===== src/rtl/n64_bit_receiver.sv =====
// Receive front end for the N64 one-wire line: decodes low-pulse widths into bits,
// frames on the stop bit, and flags glitches, stalled lines and aborted frames.
module n64_bit_receiver #(
    parameter int CLKS_PER_US = 12,
    parameter int NUM_BITS    = 32,
    parameter int TIMEOUT_US  = 8
) (
    input  logic                          clk,
    input  logic                          Reset,
    input  logic                          Enable,
    input  logic                          Disable,
    input  logic                          Data_In,
    output logic [NUM_BITS-1:0]           Data_Out,
    output logic                          Valid,
    output logic                          Error,
    output logic                          Busy,
    output logic [$clog2(NUM_BITS+1)-1:0] Bit_Count
);
    localparam int LIMIT = TIMEOUT_US * CLKS_PER_US;
    localparam int TW    = $clog2(LIMIT + 1);
    localparam int CW    = $clog2(NUM_BITS + 1);
    localparam logic [TW-1:0] LIMIT_T  = TW'(LIMIT);
    localparam logic [TW:0]   LIMIT_W  = (TW+1)'(LIMIT);
    localparam logic [TW:0]   TH_W     = (TW+1)'(2 * CLKS_PER_US);
    localparam logic [TW:0]   GL_W     = (TW+1)'(CLKS_PER_US / 2);
    localparam logic [CW-1:0] LAST_BIT = CW'(NUM_BITS);

    typedef enum logic [2:0] {
        S_IDLE,
        S_LOW,
        S_HIGH,
        S_DONE,
        S_ERR
    } state_t;

    state_t              r_state;
    state_t              w_next;
    logic                r_sync1;
    logic                r_sync2;
    logic                r_prev;
    logic [TW-1:0]       r_timer;
    logic [NUM_BITS-1:0] r_shift;
    logic [NUM_BITS-1:0] r_data;
    logic [CW-1:0]       r_count;

    logic                w_fall;
    logic                w_rise;
    logic                w_armed;
    logic [TW:0]         w_width;
    logic                w_bit;
    logic                w_take;

    assign w_fall  = r_prev & ~r_sync2;
    assign w_rise  = ~r_prev & r_sync2;
    assign w_armed = Enable & ~Disable;
    // Width of the current interval counting the present cycle, so an N-cycle
    // pulse at the pin reads as N when its closing edge is seen.
    assign w_width = (TW+1)'(r_timer) + (TW+1)'(1);
    assign w_bit   = (w_width < TH_W);

    always_comb begin
        w_next = r_state;
        w_take = 1'b0;
        case (r_state)
            S_IDLE: begin
                if (w_armed && w_fall) w_next = S_LOW;
            end
            S_LOW: begin
                if (!w_armed) begin
                    w_next = S_ERR;
                end else if (w_rise) begin
                    if (w_width < GL_W) begin
                        w_next = S_ERR;
                    end else if (r_count == LAST_BIT) begin
                        w_next = S_DONE;
                    end else begin
                        w_next = S_HIGH;
                        w_take = 1'b1;
                    end
                end else if (w_width >= LIMIT_W) begin
                    w_next = S_ERR;
                end
            end
            S_HIGH: begin
                if (!w_armed) begin
                    w_next = S_ERR;
                end else if (w_fall) begin
                    w_next = S_LOW;
                end else if (w_width >= LIMIT_W) begin
                    w_next = S_ERR;
                end
            end
            S_DONE:  w_next = S_IDLE;
            S_ERR:   w_next = S_IDLE;
            default: w_next = S_IDLE;
        endcase
    end

    always_ff @(posedge clk) begin
        if (!Reset) begin
            r_state <= S_IDLE;
            r_sync1 <= 1'b1;
            r_sync2 <= 1'b1;
            r_prev  <= 1'b1;
            r_timer <= '0;
            r_shift <= '0;
            r_data  <= '0;
            r_count <= '0;
        end else begin
            r_state <= w_next;
            r_sync1 <= Data_In;
            r_sync2 <= r_sync1;
            r_prev  <= r_sync2;
            if (w_fall || w_rise) begin
                r_timer <= '0;
            end else if (r_timer != LIMIT_T) begin
                r_timer <= r_timer + 1'b1;
            end
            if (r_state == S_IDLE && w_next == S_LOW) begin
                r_shift <= '0;
                r_count <= '0;
            end else if (w_take) begin
                r_shift <= (r_shift << 1) | NUM_BITS'(w_bit);
                r_count <= r_count + 1'b1;
            end else if (r_state == S_DONE || r_state == S_ERR) begin
                r_count <= '0;
            end
            // Load on entry to DONE so Data_Out changes in the same cycle Valid pulses.
            if (w_next == S_DONE) r_data <= r_shift;
        end
    end

    assign Data_Out  = r_data;
    assign Valid     = (r_state == S_DONE);
    assign Error     = (r_state == S_ERR);
    assign Busy      = (r_state == S_LOW) || (r_state == S_HIGH);
    assign Bit_Count = r_count;

endmodule


===== config.mk =====
export PLATFORM = sky130hd
export DESIGN_NAME = n64_bit_receiver
export DESIGN_NICKNAME = d
export VERILOG_FILES = /design/src/rtl/n64_bit_receiver.sv
export SDC_FILE = /design/constraint.sdc
export NUM_CORES = 1
export LEC_CHECK = 0
export BUFFER_PORTS_ARGS = -buffer_cell sky130_fd_sc_hd__buf_2
export CAP_MARGIN = 20
export CORE_MARGIN = 2
export CORE_UTILIZATION = 35
export DETAILED_ROUTE_END_ITERATION = 10
export SYNTH_ARGS = -nofsm -noshare
export SYNTH_HDL_FRONTEND = slang
export SYNTH_SLANG_ARGS = --single-unit

===== constraint.sdc =====
create_clock -name clk -period 2.8 [get_ports clk]
set_clock_uncertainty 0.15 [all_clocks]
set_input_delay 0.56 -clock clk [delete_from_list [all_inputs] [get_ports clk]]
set_output_delay 0.56 -clock clk [all_outputs]
set_load 0.01 [all_outputs]

; ---- Word level (Yosys, flattened, before mapping)
; Cells that the tools add are included.
[classes]
bitwise_logic = 8
mux = 16
addsub = 3
shifts = 0
n_lt_le_gt_ge = 3
n_eq_ne = 8
div_mod_pow = 0
n_reduce_logical = 9
multipliers = 0
[op_table]
columns = op, count
row1 = $or A32 B1 Y32, 1
row2 = $mux W3, 7
row3 = $mux W6, 2
row4 = $eq A3 B2 Y1 const B, 3
row5 = $pmux W3 S3, 1
row6 = $add A7 B1 Y8 const B, 1
row7 = $ge A8 B7 Y1 const B, 1
row8 = $lt A8 B3 Y1 const B, 1
row9 = $lt A8 B5 Y1 const B, 1
row10 = $add A7 B1 Y7 const B, 1
row11 = $ne A7 B7 Y1 const B, 1
row12 = $add A6 B1 Y6 const B, 1
row13 = $eq A3 B1 Y1 const B, 2
row14 = $eq A6 B6 Y1 const B, 1
row15 = $mux W1, 6
row16 = $not A1 Y1, 4
row17 = $reduce_or A2 Y1, 2
row18 = $and A1 B1 Y1, 3
row19 = $eq A3 B3 Y1 const B, 1
row20 = $logic_not A3 Y1, 1
row21 = $logic_or A1 B1 Y1, 3
row22 = $logic_and A1 B1 Y1, 2
row23 = $reduce_bool A2 Y1, 1
[totals]
ff_bits = 83
romBits = 0
latchBits = 0
input_bits = 5
ramBits = 0
n_memories = 0
out_inout_bits = 41
word_cells = 55

; ---- Longest topological paths before layout
; Gate-level depths: netlist of run 1.
[logic_depth]
depth_word = 9
depth_mapped = 9
ltp_nobuf = 7

; ---- Worst setup path before layout of run 1
; OpenSTA, ideal clock, no wires.
[synth_path]
kind = in2reg
from = input Disable
to = register r_count[2], in the netlist Bit_Count[2]
slack_ns = 0.629
path_stages = 5
t_required_ns = 2.530
setup_time_ns = 0.120
path_buffers = 0
arrival_ns = 1.902
cell_sequence = or3b_4 o31ai_4 nor2_1 and4_1 a211o_1
[synth_between]
elab_chain_len = 8
word_cells_on_any_way = 14
cone_classes = eq/ne: 1 / mux: 7 / bitwise: 2 / reduce/logical: 4
[synth_lines]
columns = item, line
row1 = from (decl), 11  ; input logic Disable,
row2 = $not A1 Y1 (*), 55  ; assign w_armed = Enable & ~Disable;
row3 = $and A1 B1 Y1 (*), 55
row4 = $logic_and A1 B1 Y1, 66  ; if (w_armed && w_fall) w_next = S_LOW;
row5 = $mux W3, 66
row6 = $pmux W3 S3, 64  ; case (r_state)
row7 = $eq A3 B1 Y1, 119  ; if (r_state == S_IDLE && w_next == S_LOW) begin
row8 = $logic_and A1 B1 Y1, 119
row9 = $reduce_or A2 Y1 (no source line), -
row10 = to (signal assigned), 124  ; r_count <= r_count + 1'b1;
row11 = to (decl), 44  ; logic [CW-1:0] r_count;
; Every way passes the cells marked *; elsewhere a longest branch is shown, timed or not.
; A chain may end at the register's enable or synchronous reset.

; ---- Final worst setup path of run 1
[layout_path]
from = register r_timer[0]
to = register r_shift[5]
[layout_between]
elab_chain_len = 9
word_cells_on_any_way = 17
cone_classes = add/sub: 1 / order compare: 2 / eq/ne: 1 / mux: 11 / reduce/logical: 2
[layout_lines]
columns = item, line
row1 = from (decl), 41  ; logic [TW-1:0] r_timer;
row2 = from (signal assigned), 117  ; r_timer <= r_timer + 1'b1;
row3 = $add A7 B1 Y8 (*), 58  ; assign w_width = (TW+1)'(r_timer) + (TW+1)'(1);
row4 = $ge A8 B7 Y1 or $lt A8 B3 Y1 (tied branches), "80, 89, 72"
row5 = "$mux W3, on equally long branches", "80, 89, 72"
row6 = "$mux W3, on equally long branches", "87, 71"
row7 = "$mux W3, on equally long branches", "85, 69"
row8 = $pmux W3 S3, 64
row9 = $eq A3 B1 Y1, 119
row10 = $logic_and A1 B1 Y1, 119
row11 = $reduce_or A2 Y1 (no source line), -
row12 = to (signal assigned), 123  ; r_shift <= (r_shift << 1) | NUM_BITS'(w_bit);
row13 = to (decl), 42  ; logic [NUM_BITS-1:0] r_shift;
; Marks and branches as above.

==> impl_metrics.yaml, run 1 <==
timing:
  period_minus_slack_ns: 2.45
  relSlewSlack: 0.643
  finalCritPeriodShare: 0.876
  tns_ns: 0
  holdWs_ns: 0.237
  worst_pin_slew_ns: 0.523
  rsz0062_at_grt: "false"
  setup_viol: 0
  hold_viol: 0
  fmax_ghz: 0.408
  maxSlewViolCount: 0
logic_synthesis:
  synth_cell_types: 46
  syn_area_um2: 3610
  syn_avg_cell_area_um2: 8.33
  yosysTopAreaCell: "dfxtp_1"
  syn_inst: 433
  synthArstFlopShare: 0
  synth_top_area_frac: 0.461
  synth-seq-cells: 83
  synth_seq_area_share: 0.461
  yosys_warnings: 0
  yosys-top-cells-area: "dfxtp_1 (46%), nand3_1 (15%), a21oi_1 (5.1%)"
  synth_nets: 444
  ys.flop_type: "dfxtp_1"
  synth_edf_count: 0
die:
  die_area_um2: 11100
  die_y_um: 106
  pin_count: 46
  initial_utilization: 0.354
  die-width_um: 106
  placementRows: 37
  core-area_um2: 10200
setup_path:
  critical_path_arrival_ns: 2.59
  max_stage_delay_ns: 0.41
  cp.depth: 7
  crit_family: "compound AO/OA/AOI/OAI gates"
  timing.rr.end: "r_shift[5]"
  end_kind: "flip-flop"
  worstReg2RegStart: "r_timer[0]"
  reg2reg_slack_ns: 0.35
  cp_slowest_cell: "o31a_1"
  crit_path_cell_trace: "ha_1 > and3_1 > o221ai_2 > o31a_1 > buf_12 > nand3_1 > a21oi_1"
  crit_buf_inv: 1
  timing.critical_path.required_ns: 2.93
  cp_max_fo: 31
  rr_worst_depth: 7
  path_class: "flip-flop to flip-flop"
  critical_path.startpoint_type: "flip-flop"
route:
  vias: 3102
  avgViaCountPerCell: 5.12
  dr.pass1.iters: 4
  wl_per_cell_um: 13.3
  ant_nets: 0
  drc_errors: 0
  first_iter_violations: 156
  wirelength_um: 8050
cts:
  postCtsHoldBufs: 0
  clockRootBuffer: "clkbuf_8"
  clock_path_buffers: 2
  cts_resized: 0
  clock_latency_ns: 0.35
  cts.sink_count: 83
  numCtsBuffers: 9
  cts_setup_buffers: 0
  htreeDepth: 3
  clk_pin_slew_ns: 0.09
  cts_tree: "built"
layout:
  regArea_um2: 1660
  syn_to_final_growth_pct: 15.4
  design_area_um2: 4160
  drive_above_1_share: 0.172
  final_cell_mix: "nand3_1 (108), dfxtp_1 (83), buf_2 (45)"
  n_fill_cell: 1035
  multi_input_area_um2: 1750
  layout.nets: 476
  n_antenna_cell: 0
  layout_commonest_cell: "nand3_1"
hold_path:
  holdPathStages: 2
  worstHoldStart: "Data_In"
  hp-class: "input port to flip-flop"
  min_to: "r_sync1"
grt:
  grtUsageTotal: 0.150
  grt_max_degree: 67
  antenna_found_initial: 0
  first_global_vias: 2889
  grt_pass1_wl_um: 13700
  overflow: 0
power_and_ir_drop:
  p_total_mw: 2.10
  power_leakage_nw: 1.72
  power_density_nw_per_um2: 506
  vdd_drop_max_mv: 0.274
place:
  dpl_cell_area_um2: 3970
  globalplace.congestion: 0.850
  portBuffers: 45
  dp_hpwl_um: 5170
outcome:
  outcome: "complete, no violations"
flow_run:
  cap_violations: 0
-- worst register-to-register path, stage by stage, from the launching register on --
cell      delay (ns)
dfxtp_1         0.38
ha_1            0.27
and3_1          0.28
o221ai_2        0.39
o31a_1          0.41
buf_12          0.24
nand3_1         0.13
a21oi_1         0.14
-- cell type report --
class	count	share of cell area
flip-flops and latches	83	0.399
inverters	10	0.00902
multi-input cells	306	0.421
repair buffers	55	0.0842
well taps	136	0.0409
clock inverters	7	0.0159
clock buffers	9	0.0298
-- report_power, final --
part           internal, mW  switching, mW
sequential             1.18        0.00616
clock                 0.347          0.487
combinational        0.0269         0.0513
-- layer usage --
layer	track usage	wire length (um)	share of wire	vias up
met2	0.248	3850	0.48	59
li1	-	-	-	1605
met1	0.191	3740	0.46	1434
met3	0.0433	392	0.049	4
met5	0	0	0	-
met4	0.0423	68	0.0084	0
-- stage by stage --
step | cells | util | setup WS, ns
after global placement | 590 | 0.390 | 0.363
after detailed placement | 590 | 0.390 | 0.278
final | 606 | 0.408 | 0.347
after CTS | 606 | 0.408 | 0.340
after floorplan | 433 | - | 0.629
after global routing | 606 | 0.408 | 0.148
-- cells in the mapped netlist, types with 2 or more instances --
master and n:
o21ai_1 15, buf_1 6, nor2_1 11, a21oi_1 37, xnor2_1 3, o21ai_0 23
inv_1 10, o21a_1 3, buf_2 7, o31a_1 2, nor4_1 3, nor2b_1 3
o31ai_4 2, and2_1 3, nor3_1 3, nand3_1 108, nand2_1 42, nand2b_1 9
dfxtp_1 83, buf_4 6, a211o_1 2, o211ai_1 6, nand4_1 2, clkbuf_1 14
or3_1 2, ha_1 6, and3b_1 3
-- state kept, by name, summed over array words and instances, names as in the netlist --
name,flops
Data_Out,32
r_shift,32
r_timer,7
Bit_Count,6
r_state,3
r_prev,1
r_sync1,1
r_sync2,1
-- kinds of logic after synthesis --
logic type | Yosys count | synth area share
AND/OR/NAND/NOR | 196 | 0.273
AO/OA/AOI/OAI | 98 | 0.172
flip-flops | 83 | 0.461
buffers and inverters | 44 | 0.0566
adder cells (fa/ha/maj) | 6 | 0.0208
XOR/XNOR | 5 | 0.0142
multiplexers | 1 | 0.00278
-- worst max-delay path by stage --
stage,from,end,slack [ns]
global placement,Disable,r_shift[4],0.36
global route,r_timer[0],r_shift[30],0.15
finish,r_timer[0],r_shift[5],0.35
detailed placement,Disable,r_shift[9],0.28
CTS,r_timer[0],r_shift[9],0.34
floorplan,Disable,Bit_Count[2],0.63
No activity file was read; power rests on OpenSTA's default activity.
==> run 2: changes to the inputs <==
Settings changed: RECOVER_POWER from default to 100.
==> run 2 against run 1 <==
Net effect: fmax is 0.16% higher; final cell count stayed put; hold slack worse by 0.00088 ns; combinational power is 3.7% lower; via count is 0.13% higher; clock power hardly changed; worst setup slack better by 0.0039 ns; first-iteration DRC count is 11% higher.
==> impl_metrics.yaml, run 2 (synthesis results as in run 1) <==
place:
  placed_cells: 590
  dpl_cell_area_um2: 3970
  dp_hpwl_um: 5170
  globalplace.congestion: 0.850
  dpl_worst_slack_ns: 0.278
  portBuffers: 45
cts:
  cts.sink_count: 83
  cts_tree: "built"
  clock_latency_ns: 0.35
  clk_pin_slew_ns: 0.09
  cts_setup_buffers: 0
  htreeDepth: 3
  numCtsBuffers: 9
  clock_path_buffers: 2
  clockRootBuffer: "clkbuf_8"
  cts_resized: 0
  postCtsHoldBufs: 0
timing:
  worst_pin_slew_ns: 1.26
  period_minus_slack_ns: 2.45
  maxSlewViolCount: 0
  hold_viol: 0
  tns_ns: 0
  relSlewSlack: 0.158
  holdWs_ns: 0.237
  setup_viol: 0
  fmax_ghz: 0.408
  setup_ws_ns: 0.351
  finalCritPeriodShare: 0.875
  rsz0062_at_grt: "false"
power_and_ir_drop:
  p_total_mw: 2.10
  combPwrFrac: 0.036
  power_density_nw_per_um2: 514
  clockPowerShare: 0.398
  p_int_mw: 1.56
  power_leakage_nw: 1.53
  power_frac_seq: 0.566
  p_sw_frac: 0.260
  vdd_drop_max_mv: 0.275
  power.switching_mw: 0.547
hold_path:
  hp-class: "input port to flip-flop"
  holdPathStages: 2
grt:
  first_global_vias: 2889
  grtUsageTotal: 0.150
  overflow: 0
  grt_pass1_wl_um: 13700
  grt_max_degree: 67
  antenna_found_initial: 0
route:
  wirelength_um: 8130
  wl_per_cell_um: 13.4
  ant_nets: 0
  avgViaCountPerCell: 5.13
  first_iter_violations: 173
  route.met2.wl_um: 3910
  drc_errors: 0
  vias: 3106
  met3_length_um: 361
  top_layer: "met4"
  met1Wirelength_um: 3790
  dr.pass1.iters: 5
setup_path:
  crit_path_cell_trace: "ha_1 > and3_1 > o221ai_2 > o31a_1 > buf_12 > nand3_1 > a21oi_1"
  critical_path_arrival_ns: 2.58
  timing.critical_path.required_ns: 2.93
  cp_slowest_cell: "o31a_1"
  critical_path.startpoint_type: "flip-flop"
  max_stage_delay_ns: 0.41
  cp_max_fo: 31
  crit_family: "compound AO/OA/AOI/OAI gates"
  crit_buf_inv: 1
  rr_worst_depth: 7
  end_kind: "flip-flop"
  path_class: "flip-flop to flip-flop"
  cp.depth: 7
die:
  die-width_um: 106
  die_y_um: 106
  pin_count: 46
  core-area_um2: 10200
  placementRows: 37
  die_area_um2: 11100
  initial_utilization: 0.354
layout:
  drive_above_1_share: 0.0830
  layoutNonFillerInstCount: 606
  n_antenna_cell: 0
  final_cell_mix: "nand3_1 (108), dfxtp_1 (83), nand2_1 (42), clkbuf_1 (42), a21oi_1 (37)"
  postLayoutCoreUtil: 0.402
  syn_to_final_growth_pct: 13.5
  design_area_um2: 4090
  layout.nets: 476
  layout_commonest_cell: "nand3_1"
outcome:
  outcome: "complete, no violations"
flow_run:
  cap_violations: 0
-- run 2: worst paths after layout --
kind,endpoint,from,slack [ns]
worst max-delay path,r_shift[5],r_timer[0],0.35
worst min-delay path,r_sync1,Data_In,0.24
worst max register to register,r_shift[5],r_timer[0],0.35
worst min register to register,r_sync2,r_sync1,0.27
-- run 2: worst register-to-register path, stage by stage (launching register included) --
cell	delay [ns]
dfxtp_1	0.38
ha_1	0.27
and3_1	0.28
o221ai_2	0.39
o31a_1	0.41
buf_12	0.24
nand3_1	0.12
a21oi_1	0.14
-- run 2: routing by layer --
| metal | global-route usage | vias to the layer above |
|---|---|---|
| li1 | - | 1604 |
| met1 | 0.191 | 1434 |
| met2 | 0.248 | 64 |
| met3 | 0.0433 | 4 |
| met4 | 0.0423 | 0 |
| met5 | 0 | - |
-- run 2: cell type report --
type / count / area (um2)
flip-flops and latches: 83 / 1660
clock buffers: 9 / 124
clock inverters: 7 / 66.3
repair buffers: 55 / 283
well taps: 136 / 170
multi-input cells: 306 / 1750
fillers: 1052 / 6090
inverters: 10 / 37.5
-- run 2: power groups by stage --
| stage | Clock (mW) | Combinational [mW] | Sequential [mW] |
|---|---|---|---|
| 4_1_cts | 0.870 | 0.0788 | 1.19 |
| 3_3_place_gp | 0 | 0.0775 | 1.22 |
| 3_5_place_dp | 0 | 0.0788 | 1.22 |
| 2_1_floorplan | 0 | 0.0582 | 1.22 |
| 5_1_grt | 0.914 | 0.0850 | 1.19 |
| 6_report | 0.837 | 0.0753 | 1.19 |
